### src/rtl/arm_mem_pkg.sv
// Shared types for the fetch/data memory arbiter: FSM state and transaction owner.
package arm_mem_pkg;

  typedef enum logic [1:0] {
    IDLE = 2'd0,
    BUSY = 2'd1,
    DONE = 2'd2
  } arb_state_t;

  typedef enum logic {
    OWN_FETCH = 1'b0,
    OWN_DATA  = 1'b1
  } owner_t;

endpackage

### src/rtl/arm_mem_arbiter_if.sv
// Bundle of core-side (fetch/data) and memory-side signals around the arbiter.
interface arm_mem_arbiter_if;
  logic        i_req;
  logic [31:0] i_addr;
  logic [31:0] i_rdata;
  logic        i_ack;
  logic        d_req;
  logic        d_we;
  logic [31:0] d_addr;
  logic [31:0] d_wdata;
  logic [1:0]  d_be;
  logic [31:0] d_rdata;
  logic        d_ack;
  logic        err;
  logic        m_req;
  logic        m_we;
  logic [31:0] m_addr;
  logic [31:0] m_wdata;
  logic [1:0]  m_be;
  logic [31:0] m_rdata;
  logic        m_ack;

  // Arbiter view: serves the core requesters and drives the memory port.
  modport slave (
    input  i_req, i_addr, d_req, d_we, d_addr, d_wdata, d_be, m_rdata, m_ack,
    output i_rdata, i_ack, d_rdata, d_ack, err, m_req, m_we, m_addr, m_wdata, m_be
  );

  // Environment view: the core requesters plus the memory model.
  modport master (
    output i_req, i_addr, d_req, d_we, d_addr, d_wdata, d_be, m_rdata, m_ack,
    input  i_rdata, i_ack, d_rdata, d_ack, err, m_req, m_we, m_addr, m_wdata, m_be
  );
endinterface

### src/rtl/arb_pick2.sv
// Combinational two-way picker between fetch and data requests.
module arb_pick2
  import arm_mem_pkg::*;
#(
  parameter bit PRIO_DATA = 1'b0
) (
  input  logic   i_req,
  input  logic   d_req,
  input  owner_t rr_last,
  output owner_t grant
);

  always_comb begin
    grant = OWN_FETCH;
    if (d_req && !i_req) begin
      grant = OWN_DATA;
    end else if (d_req && i_req) begin
      // On a tie, round-robin hands the port to whoever did not win last time.
      if (PRIO_DATA) begin
        grant = OWN_DATA;
      end else if (rr_last == OWN_FETCH) begin
        grant = OWN_DATA;
      end else begin
        grant = OWN_FETCH;
      end
    end
  end

endmodule

### src/rtl/arm_mem_arbiter.sv
// Shares one memory port between instruction fetch and data accesses,
// one transaction at a time, with a timeout abort for hung memory.
module arm_mem_arbiter
  import arm_mem_pkg::*;
#(
  parameter bit PRIO_DATA = 1'b0,
  parameter int TIMEOUT   = 16,
  parameter int TO_W      = 5
) (
  input  logic             clk,
  input  logic             reset,
  arm_mem_arbiter_if.slave bus
);

  arb_state_t      state_reg;
  arb_state_t      state_next;
  owner_t          owner_reg;
  owner_t          rr_last_reg;
  owner_t          grant;
  logic [TO_W-1:0] cnt_reg;
  logic            err_reg;
  logic [31:0]     addr_reg;
  logic [31:0]     wdata_reg;
  logic            we_reg;
  logic [1:0]      be_reg;
  logic            any_req;
  logic            timeout_hit;
  logic            finish;
  logic [31:0]     rdata_vec [2];
  logic [1:0]      ack_vec;

  assign any_req     = bus.i_req | bus.d_req;
  assign timeout_hit = (cnt_reg == TO_W'(TIMEOUT - 1));
  assign finish      = (state_reg == BUSY) && (bus.m_ack || timeout_hit);

  arb_pick2 #(.PRIO_DATA(PRIO_DATA)) u_pick (
    .i_req   (bus.i_req),
    .d_req   (bus.d_req),
    .rr_last (rr_last_reg),
    .grant   (grant)
  );

  always_ff @(posedge clk) begin
    if (reset) begin
      state_reg <= IDLE;
    end else begin
      state_reg <= state_next;
    end
  end

  always_comb begin
    state_next = state_reg;
    case (state_reg)
      IDLE:    if (any_req) state_next = BUSY;
      BUSY:    if (finish)  state_next = DONE;
      DONE:    state_next = IDLE;
      default: state_next = IDLE;
    endcase
  end

  // Request fields are latched only at grant so the memory side stays stable in BUSY.
  always_ff @(posedge clk) begin
    if (reset) begin
      owner_reg   <= OWN_FETCH;
      rr_last_reg <= OWN_FETCH;
      cnt_reg     <= '0;
      err_reg     <= 1'b0;
      addr_reg    <= '0;
      wdata_reg   <= '0;
      we_reg      <= 1'b0;
      be_reg      <= '0;
    end else begin
      case (state_reg)
        IDLE: begin
          cnt_reg <= '0;
          if (any_req) begin
            owner_reg   <= grant;
            rr_last_reg <= grant;
            if (grant == OWN_DATA) begin
              addr_reg  <= bus.d_addr;
              wdata_reg <= bus.d_wdata;
              we_reg    <= bus.d_we;
              be_reg    <= bus.d_be;
            end else begin
              addr_reg  <= bus.i_addr;
              wdata_reg <= '0;
              we_reg    <= 1'b0;
              be_reg    <= 2'b00;
            end
          end
        end
        BUSY: begin
          cnt_reg <= cnt_reg + 1'b1;
          if (timeout_hit && !bus.m_ack) begin
            err_reg <= 1'b1;
          end
        end
        default: begin
          cnt_reg <= '0;
          err_reg <= 1'b0;
        end
      endcase
    end
  end

  // Per-requester read-data capture and completion pulse; index 0 is fetch, 1 is data.
  for (genvar gi = 0; gi < 2; gi++) begin : g_req
    logic [31:0] rdata_reg;

    always_ff @(posedge clk) begin
      if (reset) begin
        rdata_reg <= '0;
      end else if (finish && (owner_reg == owner_t'(gi))) begin
        rdata_reg <= bus.m_ack ? bus.m_rdata : 32'h0;
      end
    end

    assign rdata_vec[gi] = rdata_reg;
    assign ack_vec[gi]   = (state_reg == DONE) && (owner_reg == owner_t'(gi));
  end

  always_comb begin
    bus.m_req   = (state_reg == BUSY);
    bus.m_we    = we_reg;
    bus.m_addr  = addr_reg;
    bus.m_wdata = wdata_reg;
    bus.m_be    = be_reg;
    bus.i_ack   = ack_vec[0];
    bus.d_ack   = ack_vec[1];
    bus.i_rdata = rdata_vec[0];
    bus.d_rdata = rdata_vec[1];
    bus.err     = (state_reg == DONE) && err_reg;
  end

endmodule
### src/flat_wrapper.sv
// flat-port wrapper written by rule: the top's interface ports become plain ports
module arm_mem_arbiter_flat import arm_mem_pkg::*;
#(
  parameter bit PRIO_DATA = 1'b0,
  parameter int TIMEOUT   = 16,
  parameter int TO_W      = 5
)
  (clk, reset, bus_i_req, bus_i_addr, bus_d_req, bus_d_we, bus_d_addr, bus_d_wdata, bus_d_be, bus_m_rdata, bus_m_ack, bus_i_rdata, bus_i_ack, bus_d_rdata, bus_d_ack, bus_err, bus_m_req, bus_m_we, bus_m_addr, bus_m_wdata, bus_m_be);
  arm_mem_arbiter_if bus_i ();
  input  logic clk;
  input  logic reset;
  input wire logic [$bits(bus_i.i_req)-1:0] bus_i_req;
  input wire logic [$bits(bus_i.i_addr)-1:0] bus_i_addr;
  input wire logic [$bits(bus_i.d_req)-1:0] bus_d_req;
  input wire logic [$bits(bus_i.d_we)-1:0] bus_d_we;
  input wire logic [$bits(bus_i.d_addr)-1:0] bus_d_addr;
  input wire logic [$bits(bus_i.d_wdata)-1:0] bus_d_wdata;
  input wire logic [$bits(bus_i.d_be)-1:0] bus_d_be;
  input wire logic [$bits(bus_i.m_rdata)-1:0] bus_m_rdata;
  input wire logic [$bits(bus_i.m_ack)-1:0] bus_m_ack;
  output wire logic [$bits(bus_i.i_rdata)-1:0] bus_i_rdata;
  output wire logic [$bits(bus_i.i_ack)-1:0] bus_i_ack;
  output wire logic [$bits(bus_i.d_rdata)-1:0] bus_d_rdata;
  output wire logic [$bits(bus_i.d_ack)-1:0] bus_d_ack;
  output wire logic [$bits(bus_i.err)-1:0] bus_err;
  output wire logic [$bits(bus_i.m_req)-1:0] bus_m_req;
  output wire logic [$bits(bus_i.m_we)-1:0] bus_m_we;
  output wire logic [$bits(bus_i.m_addr)-1:0] bus_m_addr;
  output wire logic [$bits(bus_i.m_wdata)-1:0] bus_m_wdata;
  output wire logic [$bits(bus_i.m_be)-1:0] bus_m_be;
  assign bus_i.i_req = bus_i_req;
  assign bus_i.i_addr = bus_i_addr;
  assign bus_i.d_req = bus_d_req;
  assign bus_i.d_we = bus_d_we;
  assign bus_i.d_addr = bus_d_addr;
  assign bus_i.d_wdata = bus_d_wdata;
  assign bus_i.d_be = bus_d_be;
  assign bus_i.m_rdata = bus_m_rdata;
  assign bus_i.m_ack = bus_m_ack;
  assign bus_i_rdata = bus_i.i_rdata;
  assign bus_i_ack = bus_i.i_ack;
  assign bus_d_rdata = bus_i.d_rdata;
  assign bus_d_ack = bus_i.d_ack;
  assign bus_err = bus_i.err;
  assign bus_m_req = bus_i.m_req;
  assign bus_m_we = bus_i.m_we;
  assign bus_m_addr = bus_i.m_addr;
  assign bus_m_wdata = bus_i.m_wdata;
  assign bus_m_be = bus_i.m_be;
  arm_mem_arbiter #(.PRIO_DATA(PRIO_DATA), .TIMEOUT(TIMEOUT), .TO_W(TO_W)) u_core (.clk(clk), .reset(reset), .bus(bus_i));
endmodule
### config.mk
export PLATFORM = sky130hd
export DESIGN_NAME = arm_mem_arbiter_flat
export DESIGN_NICKNAME = d
export VERILOG_FILES = /design/src/rtl/arm_mem_pkg.sv /design/src/rtl/arm_mem_arbiter_if.sv /design/src/rtl/arb_pick2.sv /design/src/rtl/arm_mem_arbiter.sv /design/src/flat_wrapper.sv
export SDC_FILE = /design/constraint.sdc
export NUM_CORES = 1
export LEC_CHECK = 0
export CAP_MARGIN = 5
export CORE_UTILIZATION = 37
export DETAILED_ROUTE_END_ITERATION = 7
export HOLD_SLACK_MARGIN = 0.03
export PLACE_DENSITY = 0.77
export REMOVE_ABC_BUFFERS = 1
export SYNTH_ARGS = -nofsm -noshare
export SYNTH_HDL_FRONTEND = slang
export SYNTH_SLANG_ARGS = --single-unit
### constraint.sdc
create_clock -name clk -period 1.8 [get_ports clk]
set_clock_uncertainty 0.15 [all_clocks]
set_input_delay 0.54 -clock clk [delete_from_list [all_inputs] [get_ports clk]]
set_output_delay 0.54 -clock clk [all_outputs]
set_load 0.02 [all_outputs]
### Word-level counts from Yosys, hierarchy flattened

Index checks and enable logic that the tools add are counted.

* bits in registers: 140
* input bits: 136
* output and inout port bits: 135

* reductions and logical operators: 17
* bitwise gates (word level): 4
* eq/ne operators: 6
* add/sub/neg operators: 1
* multiplexer cells: 13

Operators by type and width (count)
* two-way mux 32 bit: 3
* logical AND 1 bit: 9
* two-way mux 2 bit: 3
* inequality test 2 x 1 -> 1 bit (second input constant): 3
* AND reduction 2 bit: 3
* adder 5 x 1 -> 5 bit (second input constant): 1
* equality test 5 x 4 -> 1 bit (second input constant): 1
* two-way mux 1 bit: 5
* case mux 2 bit (2 select lines): 1
* NOT 1 bit: 3
* equality test 2 x 1 -> 1 bit (second input constant): 1
* equality test 2 bit (second input constant): 1
* zero test 1 bit: 2
* zero test 2 bit: 1
* case mux 1 bit (2 select lines): 1
* OR reduction 2 bit: 1
* logical OR 1 bit: 1
* bitwise OR 1 bit: 1

### Logic depth before layout (Yosys ltp)

Gate-level depths: netlist of run 1.

* depth in word-level cells: 5
* mapped depth: 8
* mapped depth without buffers: 6

### Cells and area by module

Synthesis of run 1 repeated with hierarchy kept, for this count alone.

* cell total of the unflattened synthesis: 600
* area, all modules: 5869.4 um^2

Modules (own cells, without submodules)
* arm_mem_arbiter: sequential area each 2802.7 um^2, instances 1, area each 5858.1 um^2, cells each 599
* arb_pick2: sequential area each 0.0 um^2, instances 1, area each 11.3 um^2, cells each 1

### Worst setup path after synthesis of run 1

OpenSTA, ideal clock, no wires.

* kind: flip-flop to flip-flop
* start: register u_core.cnt_reg[0]
* end: register u_core.g_req[1].rdata_reg[10] (netlist: u_core.bus.d_rdata[10])
* stages on the path, launching flop included: 9
* library setup time: 0.072 ns
* path buffers: 2
* path slack: -0.140 ns
* clock period less this slack: 1.940 ns
* arrival: 1.718 ns
* cells stage by stage: dfxtp_1 ha_1 and3_1 ha_1 nor2_1 nand3b_1 buf_2 buf_2 mux2i_1

* cells in the longest elaborated chain, start to end: 4

RTL lines
* start: declaration: RTL line arm_mem_arbiter.sv:20 `logic [TO_W-1:0] cnt_reg;`
* start signal: assignment: RTL line arm_mem_arbiter.sv:93 `cnt_reg <= cnt_reg + 1'b1;`
* equality test 5 x 4 -> 1 bit: RTL line arm_mem_arbiter.sv:33 `assign timeout_hit = (cnt_reg == TO_W'(TIMEOUT - 1));`
* logical OR 1 bit: RTL line arm_mem_arbiter.sv:34 `assign finish = (state_reg == BUSY) && (bus.m_ack || timeout_hit);`
* logical AND 1 bit: RTL line arm_mem_arbiter.sv:34
* logical AND 1 bit: RTL line arm_mem_arbiter.sv:113 `end else if (finish && (owner_reg == owner_t'(gi))) begin`
* end signal: assignment: RTL line arm_mem_arbiter.sv:114 `rdata_reg <= bus.m_ack ? bus.m_rdata : 32'h0;`
* end: declaration: RTL line arm_mem_arbiter.sv:108 `logic [31:0] rdata_reg;`

Every way passes these cells.
A chain may end at the register's enable or synchronous reset.

### Final worst setup path of run 1

* start: register u_core.cnt_reg[0]
* end: register u_core.g_req[0].rdata_reg[19] (netlist: u_core.bus.i_rdata[19])

* cells in the longest elaborated chain, start to end: 4

RTL lines (RTL line)
* equality test 5 x 4 -> 1 bit: arm_mem_arbiter.sv:33
* logical OR 1 bit: arm_mem_arbiter.sv:34
* logical AND 1 bit: arm_mem_arbiter.sv:34
* logical AND 1 bit: arm_mem_arbiter.sv:113
* end signal: assignment: arm_mem_arbiter.sv:114
* end: declaration: arm_mem_arbiter.sv:108

Every way passes these cells.

==> impl_metrics.ini, run 1 <==
[status]
status = finished with violations
violations = DRC, setup timing

[global_route]
grt_pass1_wl_um = 29240
grt_pass1_vias = 5610
track_usage_pct = 23.75
antenna_found_initial = 0
grt_max_degree = 63
overflow = 0

[logic_synthesis]
synth_common_cells = dfxtp_1 (140), nand2_1 (65), mux2i_1 (64), nand2b_1 (64), a22o_1 (35)
synthTopCellsByArea = dfxtp_1 (50%), mux2i_1 (11%), nand2b_1 (7.1%)
synth_fa_ha_area_share_pct = 0.4429
synth_ff_type = dfxtp_1
synthesis.area_um2 = 5650
synth_top_cell_by_area = dfxtp_1
yosysWarningCount = 0
synth.yosys.seq_area_share_pct = 49.60
synthSimpleGateAreaFrac_pct = 17.80
synthMuxAreaShare_pct = 11.34
synth-edff-count = 0
synth_xor_area_share_pct = 0.3100
yosysTopAreaCellShare_pct = 49.60
async_flop_share_pct = 0
synth_seq_cells = 140
synth_top_family_by_area = simple AND/OR/NAND/NOR gates
syn_avg_cell_area_um2 = 10.22
synth.most_common_cell = dfxtp_1
synth_cells = 553
synth-compound-area-share_pct = 15.39
synth_cell_types = 33

[critical_path]
slowest_stage = or3b_4
crit_fanout = 5
cp_num_buf_inv = 2
max_stage_delay_ns = 0.41
path_delay_family = simple AND/OR/NAND/NOR gates
critPathRequiredTime_ns = 1.97
path_cells = ha_4, and3_4, ha_4, nor2_4, or3b_4, buf_12, buf_12, mux2i_1
endpoint_kind = flop
critical_path.startpoint_type = flop
arrival_ns = 2.16
path_class = reg2reg

[cells_and_area]
stdcell_area_um2 = 9544
syn2layout_area_growth_pct = 68.91
finish.utilization_pct = 64.93
fin_nets = 982
drive_above_1_share_pct = 22.17
diodes = 0
finalNonFillerCells = 1041

[clock_network]
cts_buffer_depth = 2
clkLatencyLatePin_ns = 0.42
cts_tree = built
cts.sinks = 140
path_clk_slew_ns = 0.06
cts-root-buf = clkbuf_16
cts_max_level = 4
cts_buffers = 17

[power_and_ir_drop]
switching_share_pct = 25.28
finalPower_uw = 9085
power_frac_seq_pct = 37.5
p_per_area_nw_per_um2 = 951.8
clkPwrFrac_pct = 43.5
combPwrFrac_pct = 19.0
power_switching_uw = 2297
internal-power_uw = 6788
p_leak_uw = 0.004240
peakVddDrop_uv = 683.5

[place]
port_buffers = 270
gp_congestion = 0.8098
placed_area_um2 = 8725
dp_hpwl_um = 12430
place_ws_ns = -0.4589
dpl.cell_count = 991

[sta]
finalCritPeriodShare_pct = 110.5
postLayoutSetupSlackWorst_ns = -0.1896
min_period_ns = 1.990
slew_headroom_pct = 75.13
setup_viol = 64
drv_slew = 0
max_freq_mhz = 502.6
tightest_slew_ns = 0.3730
finalHoldViolCount = 0
rsz0062_at_grt = yes

[route]
routedWlPerCell_um = 18.02
routed_wl_um = 18760
drc_errors = 17
drt_iter0_markers = 191
viasPerCell = 5.173
vias = 5385
final_antenna_net_count = 0
first_pass_iters = 8

[floorplanning]
core_um2 = 14700
placementRows = 44
pin_count = 271
die-width_um = 125.6
start_util_pct = 38.44
die-area_um2 = 15770
fp.dieH_um = 125.6

[min_path]
hold_path.class = reg2reg

[flow_run]
cap_violations = 0
-- through the flow --
step,hold WS (ns),setup TNS [ns]
floorplan,0.2679,-124.80
global placement,0.3060,-46.29
detailed placement,0.3057,-50.67
CTS,0.3261,-9.892
global route,0.3461,-11.64
finish,0.3235,-7.817
-- cells in the final DEF, fill, tap and decap left out, drive strengths merged, types with 2 or more instances in the layout --
| cell type | synthesis | layout |
|---|---|---|
| a21oi | 35 | 35 |
| a22o | 35 | 35 |
| a311oi | 33 | 33 |
| and3 | 2 | 2 |
| and3b | 2 | 2 |
| buf | 22 | 58 |
| bufinv | 0 | 5 |
| clkbuf | 31 | 82 |
| clkdlybuf4s15 | 0 | 67 |
| clkdlybuf4s50 | 0 | 132 |
| clkinv | 0 | 2 |
| clkinvlp | 0 | 2 |
| dfxtp | 140 | 140 |
| dlygate4sd2 | 0 | 5 |
| dlymetal6s2s | 0 | 2 |
| ha | 2 | 2 |
| inv | 3 | 4 |
| mux2i | 64 | 64 |
| nand2 | 65 | 65 |
| nand2b | 64 | 64 |
| nand3b | 33 | 33 |
| nor2 | 8 | 8 |
-- logic make-up (layout without fill, tap and decap cells) --
| logic type | count (synthesis) | in the layout |
|---|---|---|
| AO/OA/AOI/OAI | 107 | 107 |
| XOR/XNOR | 2 | 2 |
| adder cells (fa/ha/maj) | 2 | 2 |
| buffers and inverters | 56 | 360 |
| flip-flops | 140 | 140 |
| multiplexers | 64 | 64 |
| AND/OR/NAND/NOR | 182 | 182 |
-- worst paths after layout --
| check | start | end | slack (ns) | cells past startpoint |
|---|---|---|---|---|
| worst max register to register | u_core.cnt_reg[0] | u_core.bus.i_rdata[19] | -0.19 | 8 |
| worst max-delay path | u_core.cnt_reg[0] | u_core.bus.i_rdata[19] | -0.19 | 8 |
| worst min-delay path | u_core.bus.m_we | u_core.bus.m_we | 0.32 | 1 |
| worst min register to register | u_core.bus.m_we | u_core.bus.m_we | 0.32 | 1 |
-- final cells by class --
| type | count | area [µm²] |
|---|---|---|
| flip-flops and latches | 140 | 2811 |
| clock inverters | 10 | 183.9 |
| inverters | 3 | 11.26 |
| fillers | 1168 | 5155 |
| multi-input cells | 357 | 2645 |
| repair buffers | 325 | 3178 |
| clock buffers | 22 | 484.2 |
| well taps | 184 | 230.2 |
-- routing by layer --
metal,part of all wire [%],GRT usage (%),up-vias
li1,-,-,2534
met1,37,24.53,2581
met2,52,43.73,231
met3,8.0,8.344,39
met4,2.4,9.110,0
met5,0,0,-
-- power by group through the flow --
stage / Combinational, µW / Clock, µW / Sequential (µW)
finish: 1730 / 3960 / 3400
global route: 1820 / 4160 / 3420
CTS: 1730 / 3990 / 3400
detailed placement: 1710 / 0 / 3460
global placement: 1670 / 0 / 3450
floorplan: 507 / 0 / 3670
-- worst register-to-register path, delay by kind of cell (launching register included) --
kind / cells / cell delay (ns)
flip-flops: 1 / 0.36
multiplexers: 1 / 0.18
AND/OR/NAND/NOR: 3 / 0.64
adder cells (fa/ha/maj): 2 / 0.29
buffers and inverters: 2 / 0.28
-- timing repair --
item,in CTS,in global routing
setup endpoints to repair,202,241
cloned,7,1
hold endpoints to repair,0,0
hold buffers,0,0
pin swaps,2,1
gates resized for setup,256,138
buffers inserted,9,4
(Power assumes the default switching activity.)
==> inputs of run 2 (changes only) <==
--- a/config.mk
+++ b/config.mk
@@ -5,7 +5,6 @@
 export SDC_FILE = /design/constraint.sdc
 export NUM_CORES = 1
 export LEC_CHECK = 0
-export CAP_MARGIN = 5
 export CORE_UTILIZATION = 37
 export DETAILED_ROUTE_END_ITERATION = 7
 export HOLD_SLACK_MARGIN = 0.03
==> results of run 2 <==
No change in the layout: final DEF, timing and power equal those of run 1.
